## config.mk

```make
export PLATFORM = sky130hd
export DESIGN_NAME = vga_timing_generator
export DESIGN_NICKNAME = d
export VERILOG_FILES = /design/src/rtl/vga_timing_generator.sv
export SDC_FILE = /design/constraint.sdc
export NUM_CORES = 1
export LEC_CHECK = 0
export BUFFER_PORTS_ARGS = -buffer_cell sky130_fd_sc_hd__buf_2
export CAP_MARGIN = 20
export CORE_MARGIN = 3
export CORE_UTILIZATION = 38
export DETAILED_ROUTE_END_ITERATION = 6
export PLACE_DENSITY = 0.59
export SETUP_SLACK_MARGIN = 0.1
export SLEW_MARGIN = 20
export SYNTH_ARGS = -nofsm -noshare
export SYNTH_HDL_FRONTEND = slang
export SYNTH_SLANG_ARGS = --single-unit
```

## constraint.sdc

```tcl
create_clock -name clk -period 2.4 [get_ports clk]
set_input_delay 0.24 -clock clk [delete_from_list [all_inputs] [get_ports clk]]
set_output_delay 0.24 -clock clk [all_outputs]
set_load 0.05 [all_outputs]
```

## src/rtl/vga_timing_generator.sv

```systemverilog
// VGA horizontal + vertical timing generator with pixel-clock enable.
// Counters and all decoded outputs are registered together (zero skew).
module vga_timing_generator #(
    parameter int H_ACTIVE = 640,
    parameter int H_FP     = 16,
    parameter int H_PULSE  = 96,
    parameter int H_BP     = 48,
    parameter int V_ACTIVE = 480,
    parameter int V_FP     = 10,
    parameter int V_PULSE  = 2,
    parameter int V_BP     = 33,
    parameter int HS_POL   = 0,
    parameter int VS_POL   = 0,
    parameter int CNT_W    = 10
) (
    input  logic             clk,
    input  logic             rst,
    input  logic             pix_ce,
    output logic             h_sync,
    output logic             v_sync,
    output logic             display_en,
    output logic [CNT_W-1:0] h_count,
    output logic [CNT_W-1:0] v_count,
    output logic             line_start,
    output logic             frame_start
);

    localparam int H_TOTAL = H_ACTIVE + H_FP + H_PULSE + H_BP;
    localparam int V_TOTAL = V_ACTIVE + V_FP + V_PULSE + V_BP;

    localparam logic [CNT_W-1:0] H_LAST = CNT_W'(H_TOTAL - 1);
    localparam logic [CNT_W-1:0] V_LAST = CNT_W'(V_TOTAL - 1);
    localparam logic [CNT_W-1:0] H_VIS  = CNT_W'(H_ACTIVE);
    localparam logic [CNT_W-1:0] V_VIS  = CNT_W'(V_ACTIVE);
    localparam logic [CNT_W-1:0] HS_BEG = CNT_W'(H_ACTIVE + H_FP);
    localparam logic [CNT_W-1:0] HS_END = CNT_W'(H_ACTIVE + H_FP + H_PULSE);
    localparam logic [CNT_W-1:0] VS_BEG = CNT_W'(V_ACTIVE + V_FP);
    localparam logic [CNT_W-1:0] VS_END = CNT_W'(V_ACTIVE + V_FP + V_PULSE);

    localparam logic HS_ON = (HS_POL != 0);
    localparam logic VS_ON = (VS_POL != 0);

    logic             h_wrap;
    logic             v_wrap;
    logic [CNT_W-1:0] h_nxt;
    logic [CNT_W-1:0] v_nxt;
    logic             hs_nxt;
    logic             vs_nxt;
    logic             de_nxt;

    // Decode from the next position so outputs line up with the counters.
    always_comb begin
        h_wrap = (h_count == H_LAST);
        v_wrap = (v_count == V_LAST);
        h_nxt  = h_wrap ? '0 : h_count + 1'b1;
        v_nxt  = v_count;
        if (h_wrap) begin
            v_nxt = v_wrap ? '0 : v_count + 1'b1;
        end
        hs_nxt = (h_nxt >= HS_BEG && h_nxt < HS_END) ? HS_ON : ~HS_ON;
        vs_nxt = (v_nxt >= VS_BEG && v_nxt < VS_END) ? VS_ON : ~VS_ON;
        de_nxt = (h_nxt < H_VIS) && (v_nxt < V_VIS);
    end

    always_ff @(posedge clk) begin
        if (rst) begin
            h_count     <= '0;
            v_count     <= '0;
            h_sync      <= ~HS_ON;
            v_sync      <= ~VS_ON;
            display_en  <= 1'b1;
            line_start  <= 1'b0;
            frame_start <= 1'b0;
        end else if (pix_ce) begin
            h_count     <= h_nxt;
            v_count     <= v_nxt;
            h_sync      <= hs_nxt;
            v_sync      <= vs_nxt;
            display_en  <= de_nxt;
            line_start  <= h_wrap;
            frame_start <= h_wrap && v_wrap;
        end else begin
            line_start  <= 1'b0;
            frame_start <= 1'b0;
        end
    end

endmodule

```

==> impl_metrics.json <==
{
  "pin_count": 28,
  "max_stage_delay_ns": 0.40,
  "ys_seq_area_share_pct": 32.81,
  "ant_nets": 0,
  "cp_max_fo": 10,
  "p_seq_share_pct": 58.3,
  "critPathCaptureType": "register",
  "cts-resized-gates": 0,
  "synth.distinct_cells": 51,
  "synth_area_per_cell_um2": 8.027,
  "drt-total-wl_um": 3583,
  "fin_cells": 259,
  "cts_buffer_depth": 2,
  "hold_viol": 0,
  "clk_pin_slew_ns": 0.09,
  "syn2layout_area_growth_pct": 13.54,
  "synth_most_common_cell": "dfxtp_1",
  "antenna_found_initial": 0,
  "cts_buffers": 3,
  "slew_violations": 0,
  "grt_use_total_pct": 15.00,
  "cts_tree": "done",
  "wl_per_cell_um": 13.83,
  "crit_chain": "ha_1, and3_1, and4_4, nand4_2, xor2_1, a2111oi_4, a41oi_1",
  "synthTopCellsByArea": "dfxtp_1, nor2_1, a21oi_1",
  "overflow": 0,
  "clk_latency_ns": 0.27,
  "firstDrtPassIters": 4,
  "setup_ws_ns": 0.2733,
  "rsz0062_at_grt": "false",
  "power_frac_comb_pct": 7.0,
  "cts-hold-fix-buffers": 0,
  "worst_pin_slew_ns": 0.5780,
  "cp-start-kind": "register",
  "cts_root_buf": "clkbuf_8",
  "worst-path-buf-inv": 0,
  "numClockSinks": 25,
  "setup_viol": 0,
  "yosysWarnings": 0,
  "ys_async_sr_fraction_pct": 0,
  "drc_errors": 0,
  "syn_area_um2": 1525,
  "synth_cells": 190,
  "row_count": 22,
  "timing.fmax_mhz": 470.2,
  "synth_edf_count": 0,
  "fin_skew_ns": 0.005837,
  "finish.utilization_pct": 45.92,
  "setup_tns_ns": 0,
  "clkPwrFrac_pct": 34.6,
  "die_y_um": 69.36,
  "critical_path_required_ns": 2.54,
  "yosysTopAreaCellShare_pct": 32.81,
  "synth-seq-cells": 25,
  "coreArea_um2": 3771,
  "status": "finished, final reports clean",
  "drt_iter0_drc": 58,
  "num_vias": 1447,
  "p_sw_share_pct": 24.56,
  "hpwl_um": 2550,
  "p_int_mw": 0.5511,
  "p_per_area_nw_per_um2": 421.8,
  "p_switching_mw": 0.1794,
  "hold_class": "input port to register",
  "ys.flop_type": "dfxtp_1",
  "grt_pass1_wl_um": 6196,
  "place.gp.congestion": 0.8555,
  "die_area_um2": 4810,
  "synth_fp_nets": 197,
  "initial_utilization_pct": 40.44,
  "dp.cells": 255,
  "post_route_cells_drive_above_1_share_pct": 20.38,
  "cp_top_family": "simple AND/OR/NAND/NOR gates",
  "cts_max_level": 1,
  "grt_pass1_vias": 1333,
  "crit_type": "register to register",
  "period_minus_slack_ns": 2.127,
  "synth_area_leader_cell": "dfxtp_1",
  "viasPerCell": 5.587,
  "slew_headroom_pct": 61.17,
  "die_x_um": 69.36,
  "nNetsFinal": 219,
  "dp_slack_ns": 0.1242,
  "slowest_stage": "dfxtp_2",
  "ir_drop_mv": 0.1857,
  "finalCritPeriodShare_pct": 88.61,
  "grt_start_max_net_pins": 27,
  "p_total_mw": 0.7304,
  "cp.arrival_ns": 2.27,
  "post-cts-setup-buffer-count": 0,
  "insertedDiodeCount": 0,
  "portBuffers": 27,
  "max-cap-violations": 0,
  "synthTopCellsByCount": "dfxtp_1, nor2_1, a21oi_1",
  "p_leak_nw": 0.6678
}
logic make-up after synthesis:
| logic type | Yosys count | synth area share, % |
|---|---|---|
| AND/OR/NAND/NOR | 85 | 31.17 |
| AO/OA/AOI/OAI | 49 | 21.33 |
| flip-flops | 25 | 32.81 |
| buffers and inverters | 18 | 6.070 |
| XOR/XNOR | 7 | 4.020 |
| adder cells (fa/ha/maj) | 4 | 3.282 |
| multiplexers | 2 | 1.313 |
per-stage QoR:
step | hold slack [ns] | area, um2
floorplan | 0.5412 | 1528
CTS | 0.3778 | 1724
detailed placement | 0.4558 | 1679
finish | 0.3832 | 1732
global route | 0.4128 | 1732
global placement | 0.4707 | 1679
final timing paths:
path / startpoint / endpoint / slack [ns] / cells past startpoint
min: pix_ce / h_count[9]$_SDFFE_PP0P_ / 0.38 / 3
min reg2reg: display_en$_SDFFE_PP1P_ / display_en$_SDFFE_PP1P_ / 0.48 / 2
max reg2reg: h_count[0]$_SDFFE_PP0P_ / v_sync$_SDFFE_PP1P_ / 0.27 / 7
max: h_count[0]$_SDFFE_PP0P_ / v_sync$_SDFFE_PP1P_ / 0.27 / 7
area by class of cell:
type	instances	area, um2
flip-flops and latches	25	503.0
repair buffers	32	172.7
clock buffers	4	45.04
well taps	48	60.06
fillers	382	2039
inverters	3	11.26
multi-input cells	147	939.7
worst register-to-register path, stage by stage (launching register included):
cell and delay, ns:
dfxtp_2 0.40, ha_1 0.18, and3_1 0.30, and4_4 0.35, nand4_2 0.12, xor2_1 0.19, a2111oi_4 0.31, a41oi_1 0.15
routing by layer:
layer  global-route usage [%]  up-vias  part of all wire, %
met3                    3.333        4                  4.7
li1                         -      731                    -
met4                    3.037        0                 0.78
met2                    22.46       37                   44
met1                    21.97      675                   51
met5                        0        -                    0
layout by cell type (no fill, tap or decap), types with 3 or more instances in the layout:
cell	netlist	final
clkbuf_8	0	3
o31ai_1	4	4
inv_1	3	3
nor3_1	8	8
buf_4	3	5
xor2_1	6	6
dfxtp_1	25	23
o21ai_0	10	10
nand3b_1	4	4
nand4_1	4	4
a21oi_1	16	16
and4_1	5	4
nand3_1	9	9
ha_1	4	4
nor2_1	23	23
buf_2	4	27
and2_1	3	3
nand2_1	13	13
a31oi_1	4	4
registers in the layout, summed over array words and instances (netlist names):
name         cells
h_sync           1
frame_start      1
display_en       1
line_start       1
v_count         10
h_count         10
v_sync           1
power by group through the flow:
stage | Combinational, mW | Sequential [mW] | Clock, mW
4_1_cts | 0.0518 | 0.426 | 0.261
6_report | 0.0514 | 0.426 | 0.253
3_3_place_gp | 0.0510 | 0.435 | 0
3_5_place_dp | 0.0516 | 0.436 | 0
2_1_floorplan | 0.0233 | 0.452 | 0
5_1_grt | 0.0556 | 0.427 | 0.273
No activity file was read; power rests on OpenSTA's default activity.
